--- config.mk ---
export PLATFORM = sky130hd
export DESIGN_NAME = fetch_unit
export DESIGN_NICKNAME = d
export VERILOG_FILES = /design/src/rtl/tiny_cpu_pkg.sv /design/src/rtl/fetch_fifo.sv /design/src/rtl/fetch_unit.sv
export SDC_FILE = /design/constraint.sdc
export NUM_CORES = 1
export LEC_CHECK = 0
export BUFFER_PORTS_ARGS = -buffer_cell sky130_fd_sc_hd__buf_2
export CAP_MARGIN = 20
export CELL_PAD_IN_SITES_DETAIL_PLACEMENT = 1
export CELL_PAD_IN_SITES_GLOBAL_PLACEMENT = 1
export CORE_AREA = 2 2 90 92
export CTS_CLUSTER_SIZE = 20
export DETAILED_ROUTE_END_ITERATION = 8
export DIE_AREA = 0 0 92 94
export GPL_ROUTABILITY_DRIVEN = 0
export PLACE_DENSITY = 0.87
export SETUP_SLACK_MARGIN = 0.02
export SYNTH_ARGS = -nofsm -noshare
export SYNTH_HDL_FRONTEND = slang
export SYNTH_SLANG_ARGS = --single-unit
--- constraint.sdc ---
create_clock -name CLK -period 6.1 [get_ports CLK]
set_input_delay 0.305 -clock CLK [delete_from_list [all_inputs] [get_ports CLK]]
set_output_delay 0.305 -clock CLK [all_outputs]
set_load 0.05 [all_outputs]
--- src/rtl/tiny_cpu_pkg.sv ---
// Shared types and constants for the tiny CPU.
// Fetch entries carry an instruction word and its PC.
package tiny_cpu_pkg;

  localparam int XLEN       = 32;
  localparam int DEF_ADDR_W = 4;

  localparam logic [XLEN-1:0] NOP_INSTR = 32'h0000_0013;

  typedef struct packed {
    logic [XLEN-1:0] data;
    logic [XLEN-1:0] pc;
  } fetch_entry_t;

endpackage

--- src/rtl/fetch_fifo.sv ---
// Prefetch FIFO of {data, pc} entries.
// Flush wins over push and pop in the same cycle.
module fetch_fifo
  import tiny_cpu_pkg::*;
#(
  parameter  int DEPTH = 2,
  localparam int CW    = $clog2(DEPTH + 1)
) (
  input  logic         CLK,
  input  logic         RST_N,
  input  logic         push,
  input  fetch_entry_t wdata,
  input  logic         pop,
  input  logic         flush,
  output fetch_entry_t head,
  output logic [CW-1:0] count,
  output logic         full,
  output logic         empty
);

  localparam int PW = (DEPTH > 1) ? $clog2(DEPTH) : 1;

  fetch_entry_t  mem [DEPTH];
  logic [PW-1:0] rd_ptr;
  logic [PW-1:0] wr_ptr;
  logic          do_push;
  logic          do_pop;

  function automatic logic [PW-1:0] nxt(
    input logic [PW-1:0] p
  );
    if (p == PW'(DEPTH - 1)) return '0;
    return p + PW'(1);
  endfunction

  assign empty   = (count == '0);
  assign full    = (count == CW'(DEPTH));
  assign do_push = push && !flush;
  assign do_pop  = pop && !flush && !empty;
  assign head    = empty ? '0 : mem[rd_ptr];

  // Pointer and occupancy tracking
  always_ff @(posedge CLK or negedge RST_N) begin
    if (!RST_N) begin
      rd_ptr <= '0;
      wr_ptr <= '0;
      count  <= '0;
    end else if (flush) begin
      rd_ptr <= '0;
      wr_ptr <= '0;
      count  <= '0;
    end else begin
      if (do_push) wr_ptr <= nxt(wr_ptr);
      if (do_pop)  rd_ptr <= nxt(rd_ptr);
      count <= count + CW'(do_push) - CW'(do_pop);
    end
  end

  // Entry storage; contents are masked while empty
  always_ff @(posedge CLK) begin
    if (do_push) mem[wr_ptr] <= wdata;
  end

endmodule

--- src/rtl/fetch_unit.sv ---
// Instruction fetch stage: PC, imem requests,
// prefetch buffering and redirect handling.
module fetch_unit
  import tiny_cpu_pkg::*;
#(
  parameter int          ADDR_W   = tiny_cpu_pkg::DEF_ADDR_W,
  parameter int          DATA_W   = 32,
  parameter int          DEPTH    = 2,
  parameter int unsigned RESET_PC = 0
) (
  input  logic              CLK,
  input  logic              RST_N,
  output logic              imem_req,
  output logic [ADDR_W-1:0] imem_addr,
  input  logic [DATA_W-1:0] imem_rdata,
  output logic              instr_valid,
  output logic [DATA_W-1:0] instr_data,
  output logic [ADDR_W-1:0] instr_pc,
  input  logic              instr_ready,
  input  logic              redirect_valid,
  input  logic [ADDR_W-1:0] redirect_pc
);

  localparam int CW = $clog2(DEPTH + 1);

  logic [ADDR_W-1:0] fetch_pc;
  logic [ADDR_W-1:0] inflight_pc;
  logic              inflight;
  logic              pop;
  logic              issue;
  logic [CW:0]       occ;
  logic [CW-1:0]     count;
  logic              fifo_empty;
  logic              unused_full;
  logic              unused_head;
  fetch_entry_t      head;
  fetch_entry_t      wentry;

  assign pop = instr_valid && instr_ready;

  // Slots committed after this cycle: buffered + in flight - leaving
  always_comb begin
    occ   = {1'b0, count} + (CW+1)'(inflight) - (CW+1)'(pop);
    issue = RST_N && !redirect_valid
            && (occ < (CW+1)'(DEPTH));
  end

  assign imem_req  = issue;
  assign imem_addr = fetch_pc;

  assign wentry = '{data: XLEN'(imem_rdata),
                    pc:   XLEN'(inflight_pc)};

  // PC and in-flight tracking; redirect overrides issue
  always_ff @(posedge CLK or negedge RST_N) begin
    if (!RST_N) begin
      fetch_pc    <= ADDR_W'(RESET_PC);
      inflight    <= 1'b0;
      inflight_pc <= '0;
    end else if (redirect_valid) begin
      fetch_pc <= redirect_pc;
      inflight <= 1'b0;
    end else begin
      inflight <= issue;
      if (issue) begin
        fetch_pc    <= fetch_pc + ADDR_W'(1);
        inflight_pc <= fetch_pc;
      end
    end
  end

  fetch_fifo #(
    .DEPTH (DEPTH)
  ) u_fifo (
    .CLK   (CLK),
    .RST_N (RST_N),
    .push  (inflight),
    .wdata (wentry),
    .pop   (pop),
    .flush (redirect_valid),
    .head  (head),
    .count (count),
    .full  (unused_full),
    .empty (fifo_empty)
  );

  assign instr_valid = !fifo_empty;
  assign instr_data  = head.data[DATA_W-1:0];
  assign instr_pc    = head.pc[ADDR_W-1:0];
  assign unused_head = ^head.pc[XLEN-1:ADDR_W];

endmodule

# [Yosys cells after proc, flatten, opt, wreduce, memory -nomap -nowiden]
# Memory sizes are Yosys's and may differ from the RTL's.
# Cells that the tools add are included.
[op_classes] n_addsub=7 magnitude_cmp=1 n_reduce_logical=13 n_bitwise=1 muxes=21
[ops] operator="64-bit 2-to-1 mux" count=1
[ops] operator="1-bit 2-to-1 mux" count=17
[ops] operator="4-bit 2-to-1 mux" count=2
[ops] operator="1-bit logical AND" count=6
[ops] operator="2-bit nonzero test" count=3
[ops] operator="4-bit by 1-bit adder with 4-bit output, second input constant" count=1
[ops] operator="2-bit by 1-bit adder with 3-bit output" count=1
[ops] operator="3-bit by 2-bit < comparator with 1-bit output, second input constant" count=1
[ops] operator="3-bit by 1-bit subtractor with 3-bit output" count=1
[ops] operator="1-bit adder, second input constant" count=2
[ops] operator="2-bit by 1-bit adder with 2-bit output" count=1
[ops] operator="1-bit zero test" count=2
[ops] operator="2-bit zero test" count=1
[ops] operator="2-bit 2-to-1 mux" count=1
[ops] operator="2-bit AND reduction" count=1
[ops] operator="2-bit by 1-bit subtractor with 2-bit output" count=1
[ops] operator="1-bit inverter" count=1
[word_totals] word_cells=50 mem_count=1 inputBits=40 mem_bits_rw=72 ff_bits=13 output_inout_bits=42
[memory_table] name="u_fifo.mem" depth=2 width=36 rd=1 rd_ports_with_merged_regs=0 wr=1 line="fetch_fifo.sv:23" text="fetch_entry_t mem [DEPTH];"

# [Logic depth before layout (Yosys ltp)]
# Gate-level depths: netlist of run 1.
[depth] depth_word=10 ltp_mapped=8 mapped_depth_nobuf=8

# [By module]
# Synthesis of run 1 repeated with hierarchy kept, for this count alone.
[unflattened] hier_cells=337 area_unflattened_um2=5606.6
[by_module_without_submodules] mod="fetch_fifo" area_per_inst_um2=5108.6 cells_per_inst=293 n_inst=1 seq_area_each_um2=3943.8
[by_module_without_submodules] mod="fetch_unit" area_per_inst_um2=498.0 cells_per_inst=44 n_inst=1 seq_area_each_um2=225.2

# [Worst setup path before layout of run 1]
# OpenSTA, ideal clock, no wires.
[synth_path] path_kind="register to register" start="register u_fifo.count[1]" end="register inflight_pc[0]" t_arrival_ps=2831 path_buffers=0 path_stages_with_launch=9 required_time_ps=5975 setup_slack_ps=3144 synth_period_minus_slack_ps=2956 setup_time_ps=125 path_cell_list="dfrtp_1 o21ai_0 inv_1 ha_1 nand2b_1 fa_1 nand2_1 nor3_4 mux2_2"
[synth_between] elab_chain_len=7 word_cells_on_any_way=8 cone_classes="add/sub: 2; order compare: 1; reduce/logical: 5"
[synth_lines] item="from (decl)" line="fetch_fifo.sv:16" text="output logic [CW-1:0] count,"
[synth_lines] item="from (signal assigned)" line="fetch_fifo.sv:55" text="count <= count + CW'(do_push) - CW'(do_pop);"
[synth_lines] item="parallel branches: the longest is 3 deep, another holds 2-bit by 1-bit adder with 3-bit output"
[synth_lines] item="3-bit by 1-bit subtractor with 3-bit output *" line="fetch_unit.sv:43" text="occ = {1'b0, count} + (CW+1)'(inflight) - (CW+1)'(pop);"
[synth_lines] item="3-bit by 2-bit < comparator with 1-bit output *" line="fetch_unit.sv:45" text="&& (occ < (CW+1)'(DEPTH));"
[synth_lines] item="1-bit logical AND *" line="fetch_unit.sv:45"
[synth_lines] item="via imem_req" line="fetch_unit.sv:13" text="output logic imem_req,"
[synth_lines] item="2-bit AND reduction (no source line) *"
[synth_lines] item="to (signal assigned)" line="fetch_unit.sv:67" text="inflight_pc <= fetch_pc;"
[synth_lines] item="to (decl)" line="fetch_unit.sv:27" text="logic [ADDR_W-1:0] inflight_pc;"
# Mark *: on every way through the listed nets, which the timed path passes.
# A chain may end at the register's enable or synchronous reset.

# [Worst setup path after layout of run 1]
[layout_path] start="register u_fifo.count[1]" end="output port imem_req"
[layout_between] elab_chain_len=6 word_cells_on_any_way=7 cone_classes="add/sub: 2; order compare: 1; reduce/logical: 4"
[layout_lines] item="parallel branches: the longest is 3 deep, another holds 2-bit by 1-bit adder with 3-bit output"
[layout_lines] item="3-bit by 1-bit subtractor with 3-bit output *" line="fetch_unit.sv:43"
[layout_lines] item="3-bit by 2-bit < comparator with 1-bit output *" line="fetch_unit.sv:45"
[layout_lines] item="1-bit logical AND *" line="fetch_unit.sv:45"
[layout_lines] item="to (decl)" line="fetch_unit.sv:13"
# Every way passes the cells marked *.

==> results of run 1 <==
## worst paths after layout
check	startpoint	to	slack, ns
min in group asynchronous	RST_N	inflight_pc[3]	0.37
worst min register to register	inflight_pc[1]	u_fifo.mem[1][1]	0.49
max in group asynchronous	RST_N	u_fifo.rd_ptr	5.46
worst max register to register	u_fifo.count[1]	inflight_pc[0]	3.22
worst max-delay path	u_fifo.count[1]	imem_req	2.75
worst min-delay path	imem_rdata[17]	u_fifo.mem[0][21]	0.14
## registers in the layout, indices dropped and copies added (netlist names)
register / cells
imem_addr: 4
inflight: 1
inflight_pc: 4
u_fifo.count: 2
u_fifo.mem: 72
u_fifo.rd_ptr: 1
u_fifo.wr_ptr: 1
## placed cells by master (no fill, tap or decap), drive strengths merged
master	n
clkinv	4
bufinv	1
a31oi	2
buf	83
o311ai	1
nor2b	3
mux2i	36
dlygate4sd3	1
edfxtp	72
nand2	4
or4b	1
nand3	1
dfrtp	13
o21ai	1
o31ai	2
inv	8
or4	3
nor3	2
nor2	44
o211ai	1
mux2	4
nand2b	1
fa	1
ha	4
clkbuf	10
xnor2	2
and2	1
xor2	3
## where the power goes
group / internal, mW / switching (mW) / total [mW]
Sequential: 0.701 / 0.0632 / 0.764
Clock: 0.189 / 0.192 / 0.381
Combinational: 0.152 / 0.383 / 0.535
## cell type report
cell class                 count  share of cell area
inverter                       7             0.00636
sequential                    85               0.602
clock buffer                  10              0.0309
multi-input combinational    117               0.207
timing repair buffer          84               0.107
tap                          102              0.0309
clock inverter                 6              0.0148
## worst max-delay path, cell delays in order (launching register included)
cell	delay (ns)
dfrtp_1	0.49
o21ai_0	0.37
inv_1	0.08
ha_1	0.28
nand2b_1	0.15
fa_1	0.49
nand2_1	0.21
nor3_4	0.32
buf_2	0.31
## metrics by stage
stage                util  std cells  hold slack (ns)  total power, mW  worst slack [ns]
floorplan               -        217          0.00941             1.17              3.14
global placement    0.514        393            0.213             1.29              3.21
detailed placement  0.514        393            0.220             1.32              3.11
CTS                 0.540        410            0.128             1.70              2.70
global route        0.543        411            0.129             1.76              2.51
finish              0.543        411            0.142             1.68              2.75
## routing by layer
layer / part of all wire / vias up / GRT usage
met5: 0 / - / 0
met4: 0.013 / 0 / 0.0697
met3: 0.048 / 9 / 0.0289
met2: 0.52 / 61 / 0.295
met1: 0.41 / 1032 / 0.192
li1: - / 961 / -
## logic make-up after synthesis
kind of cell	synth area share
buffers and inverters	0.0181
and+or+nand+nor	0.0796
DFF	0.733
xor gates and xnor gates	0.0151
muxes	0.119
adders and majority gates	0.0206
AOI/OAI and AO/OA	0.0144
==> reports/results.md, run 1 <==
| Step | Metric | This run |
|:---|:---|:---|
| outcome | Run status | finished clean |
| floorplanning | I/O pin count | 82 |
| clock tree | Clock-pin slew of the registers on the worst-case setup and hold paths | 0.09 ns |
| power | IR Drop Worst-Case VDD | 0.193 mV |
| finish | Multi-input gate area in the final layout | 857 sq um |
| global routing | Total gr overflow | 0 |
| clock tree | CTS tree | built |
| finish | Post-layout nets | 349 |
| sta | Final count of hold timing violations | 0 |
| finish | Layout cells sized above 1 | 0.346 |
| clock tree | Number of buffers inserted to repair setup after CTS | 0 |
| finish | Register Area | 2490 sq um |
| placement | Port bufs | 81 |
| global routing | Pin count of the biggest net entering global routing | 38 |
| synth | Top flip-flop cell by instance count after synthesis | edfxtp_1 |
| sta | Headroom to the max-slew limit | 0.263 |
| worst setup path | Type of destination of the critical path | output port |
| placement | Detailed placement HPWL | 4520 um |
| global routing | Number of antenna violations at the first check in global routing | 0 |
| global routing | Vias in the first global route | 2103 |
| floorplanning | DIE WIDTH | 92 um |
| clock tree | Clock insertion delay at the later pin of the skew report | 0.35 ns |
| placement | Placed cell area | 3910 sq um |
| finish | Antenna diode count | 0 |
| drt | Wire length reported by the detailed router | 6760 um |
| clock tree | Clock Path Buffers | 2 |
| floorplanning | Initial standard-cell utilization of the core | 0.446 |
| synth | Number of synthesized flops with an enable pin | 72 |
| sta | Least-Margin Pin Slew | 1.11 ns |
| sta | Final-layout setup total negative slack | 0 ns |
| run | Number of max-cap violations | 0 |
| worst setup path | Arrival time of the worst setup path | 3.05 ns |
| floorplanning | Chip Height | 94 um |
| worst setup path | Worst setup path class | flop to output port |
| synth | Synthesis Warnings | 0 |
| synth | Most instantiated library cell after synthesis | edfxtp_1 |
| sta | Number of pins exceeding their max-slew limit in the final report | 0 |
| synth | Largest area contributor in the netlist | edfxtp_1 |
| sta | Setup repair after global routing missed its margin | false |
| sta | Peak clock frequency supported by timing | 298 MHz |
| synth | Area of the mapped netlist | 3390 sq um |
| drt | Pre-Repair DR Iteration Count | 4 |
| global routing | Overall global routing resource usage | 0.164 |
| synth | Number of distinct library cell variants in the gate-level netlist after synthesis | 27 |
| finish | Relative area change from synthesis to final layout | 21.7% |
| drt | First-iteration detailed-routing DRC count | 67 |
| clock tree | CTS root buffer | clkbuf_8 |
| floorplanning | Placement Rows | 32 |
| synth | Commonest cells in the synthesized netlist | 72 x edfxtp_1, 44 x nor2_1, 36 x mux2i_1 |
| synth | Most area-consuming cells after synthesis | edfxtp_1 64%, mux2i_1 11%, dfrtp_1 9.6%, nor2_1 4.9%, ha_1 1.5% |
| synth | Synthesized Nets | 262 |
| worst setup path | Length in cells of the worst reg-to-reg path | 8 |
| min path | Path category of the worst min-delay check | input pin to flop |
| floorplanning | Die Footprint | 8650 sq um |
| synth | Async set-reset flop share out of synthesis | 0.153 |
| clock tree | Count of instances resized after the clock tree is built | 0 |
| synth | Portion of the post-synthesis area used by sequential elements | 0.733 |
| min path | Number of stages on the worst hold path | 1 |
| sta | Skew final | 0.00640 ns |
| clock tree | Number of clock sinks | 85 |
| drt | Remaining design rule violation count | 0 |
| worst setup path | Launching element type of the critical path | flop |
| drt | Routed len/inst | 16.4 um |
| synth | Gate count after technology mapping | 217 |
| sta | Post-route clock period utilization | 0.549 |
| finish | Post-route cell area | 4130 sq um |
| drt | Average via count per standard cell | 5.02 |
| global routing | First-pass GRT wire length | 10600 um |
| power | Power Dens Cells | 407 nW/um^2 |
| clock tree | TritonCTS buffer count | 9 |
| drt | Via total after detailed routing | 2063 |
| floorplanning | Placeable Area | 7610 sq um |
| worst setup path | Required time at the endpoint of the critical path | 5.79 ns |
| sta | Min Clock Period, post-route | 3.35 ns |
| synth | Area share of the leading cell type in the synthesized netlist | 0.637 |
| sta | Number of setup violations in the final report | 0 |
| clock tree | Cts-stage hold buffer count | 1 |
| drt | Antenna-violating nets left | 0 |
| synth | Number of synthesized register bits | 85 |
| clock tree | CTS H-tree depth | 3 |
| power | Leak Pwr | 1.61 nW |
| finish | Final-layout fill cell count | 787 |
| worst setup path | Maximum fanout along the worst path | 9 |
| synth | Mapped Avg Cell Area | 15.6 sq um |
(Power assumes the default switching activity.)
==> inputs of run 2 (changes only) <==
- CORE_AREA: 2 2 90 92 -> 2 2 97 99
- DIE_AREA: 0 0 92 94 -> 0 0 99 101
- PLACE_DENSITY: 0.87 -> 0.79
- clock period: 6.1 -> 3 ns (I/O delays scaled with it)
==> run 2 against run 1 <==
  * Clock skew is 0.0080 ns higher
  * Flip-flop and latch count stayed put
  * Non-clock buffer count is 36 higher
  * Die area is 16% higher
  * Cell area is 9.9% higher
  * Routed wire length is 3.8% higher
  * Sequential share of layout area is 5.4 points lower
  * Combinational power is 120% higher
  * Sequential power is 99% higher
  * Critical path depth stayed put
  * Via count is 5.9% higher
  * First-iteration DRC count is 4.5% lower
  * Largest cell class unchanged
  * Largest power group unchanged
==> reports/results.md, run 2 (synthesis results as in run 1) <==
| Step | Metric | This run |
|:---|:---|:---|
| finish | Layout cells sized above 1 | 0.328 |
| worst setup path | Top Family by Delay on Critical Path | adder cells |
| floorplanning | Placeable Area | 8980 sq um |
| drt | Via total after detailed routing | 2184 |
| sta | Headroom to the max-slew limit | 0.383 |
| global routing | First-pass GRT wire length | 11400 um |
| sta | Least-Margin Pin Slew | 0.923 ns |
| run | Number of max-cap violations | 0 |
| finish | Highest-count cells in the layout ignoring fill and taps | 80 x buf_2, 72 x edfxtp_1, 43 x nor2_1 |
| placement | Port bufs | 81 |
| clock tree | Clock insertion delay at the later pin of the skew report | 0.35 ns |
| placement | Setup WS pre-CTS | 0.291 ns |
| finish | Largest register FFs | 72 |
| worst setup path | Worst setup path class | flop to output port |
| sta | Min Clock Period, post-route | 2.77 ns |
| worst setup path | Cell breakdown of the critical path | o21ai_1 > inv_1 > ha_1 > nand2b_1 > fa_1 > nand2_2 > nor3_4 > buf_4 |
| global routing | Number of antenna violations at the first check in global routing | 0 |
| global routing | Vias in the first global route | 2315 |
| worst setup path | Max incr delay on CP | 0.51 ns |
| drt | Antenna-violating nets left | 0 |
| outcome | Run status | finished clean |
| placement | Detailed placement HPWL | 4500 um |
| worst setup path | Maximum fanout along the worst path | 9 |
| drt | First-iteration detailed-routing DRC count | 64 |
| drt | Routed len/inst | 15.4 um |
| sta | Final-layout setup total negative slack | 0 ns |
| finish | Post-route cell area | 4540 sq um |
| floorplanning | Die Footprint | 10000 sq um |
| sta | Peak clock frequency supported by timing | 361 MHz |
| finish | Relative area change from synthesis to final layout | 33.7% |
| drt | Pre-Repair DR Iteration Count | 4 |
| finish | Most frequent standard cell in the layout excluding fill and tap cells | buf_2 |
| power | IR Drop Worst-Case VDD | 0.471 mV |
| placement | Cells after DPL | 406 |
| power | Total chip power | 3.59 mW |
| global routing | Total gr overflow | 0 |
| clock tree | CTS tree | built |
| global routing | Pin count of the biggest net entering global routing | 38 |
| clock tree | TritonCTS buffer count | 9 |
| floorplanning | DIE WIDTH | 99 um |
| clock tree | Clock Path Buffers | 2 |
| worst setup path | Launching element type of the critical path | flop |
| sta | Final count of hold timing violations | 0 |
| worst setup path | Arrival time of the worst setup path | 2.62 ns |
| placement | Placed cell area | 3970 sq um |
| sta | Final Hold Slack | 0.0494 ns |
| min path | Path category of the worst min-delay check | input pin to flop |
| worst setup path | Type of destination of the critical path | output port |
| drt | Wire length reported by the detailed router | 7020 um |
| floorplanning | Placement Rows | 35 |
| clock tree | Clock-pin slew of the registers on the worst-case setup and hold paths | 0.08 ns |
| global routing | Overall global routing resource usage | 0.152 |
| worst setup path | Number of buffer and inverter stages on the critical path | 2 |
| floorplanning | I/O pin count | 82 |
| drt | Remaining design rule violation count | 0 |
| drt | Average via count per standard cell | 4.79 |
| finish | Post-layout nets | 385 |
| sta | Number of setup violations in the final report | 0 |
| sta | Number of pins exceeding their max-slew limit in the final report | 0 |
| clock tree | Number of clock sinks | 85 |
| floorplanning | Chip Height | 101 um |
| worst setup path | Slowest stage cell, crit path | fa_1 |
| finish | Finished Layout Cells | 456 |
| clock tree | CTS H-tree depth | 3 |
| sta | Skew final | 0.0144 ns |
| power | Power Dens Cells | 790 nW/um^2 |
| clock tree | CTS root buffer | clkbuf_8 |
| sta | Final WS setup | 0.228 ns |
| finish | Top register by number of flip-flops | u_fifo.mem |
| finish | Antenna diode count | 0 |
| floorplanning | Initial standard-cell utilization of the core | 0.378 |
| worst setup path | Required time at the endpoint of the critical path | 2.85 ns |
| sta | Post-route clock period utilization | 0.924 |
| power | Leak Pwr | 1.78 nW |
| sta | Setup repair after global routing missed its margin | false |
| finish | End-of-flow core utilization | 0.506 |
[run 2: cell count changes in the layout (fill, tap and decap cells not counted), sizes merged]
cell | before | now
bufinv | 1 | 2
clkinv | 4 | 0
buf | 83 | 87
clkbuf | 10 | 11
dlygate4sd3 | 1 | 33
clkinvlp | 0 | 2
[run 2: cell type report]
type                            count  area [sq um]
Clock buffer                       11           141
Tap cell                          111           139
Fill cell                         912          4440
Inverter                            7          26.3
Multi-Input combinational cell    117           865
Clock inverter                      5          83.8
Sequential cell                    85          2490
Timing Repair Buffer              120           796
[run 2: final timing paths]
path                            startpoint                to  slack, ns  depth (start not counted)
max reg2reg                u_fifo.count[0]    inflight_pc[3]       0.38                          9
min in group asynchronous            RST_N    inflight_pc[2]       0.22                          2
max                        u_fifo.count[0]          imem_req       0.23                          8
min reg2reg                 inflight_pc[3]  u_fifo.mem[1][3]       0.48                          0
min                         redirect_pc[1]      imem_addr[1]       0.05                          3
max in group asynchronous            RST_N     u_fifo.rd_ptr       2.50                          2
[run 2: what timing repair did]
action | in CTS | in global routing
hold endpoints to repair | 73 | 2
buffers inserted | 0 | 1
pin swaps | 1 | 1
endpoints found under the setup margin | 1 | 1
hold buffers | 32 | 1
gates resized for setup | 1 | 2
[run 2: layer usage]
| layer | global-route usage | part of all wire | up-vias |
|---|---|---|---|
| met1 | 0.172 | 0.40 | 1083 |
| met5 | 0 | 0 | - |
| met2 | 0.270 | 0.53 | 60 |
| met4 | 0.0695 | 0.020 | 0 |
| li1 | - | - | 1029 |
| met3 | 0.0374 | 0.048 | 12 |
[run 2: worst reg2reg max path, delay by kind of cell (launching register included)]
kind	cells	cell delay, ns
AOI/OAI and AO/OA	1	0.21
adders and majority gates	2	0.77
DFF	1	0.43
muxes	1	0.32
buffers and inverters	2	0.22
and+or+nand+nor	3	0.59
[run 2: where the power goes]
group | internal [mW] | switching (mW) | total (mW)
combinational | 0.351 | 0.824 | 1.17
sequential | 1.43 | 0.0944 | 1.52
clock | 0.495 | 0.396 | 0.891
total | 2.27 | 1.31 | 3.59
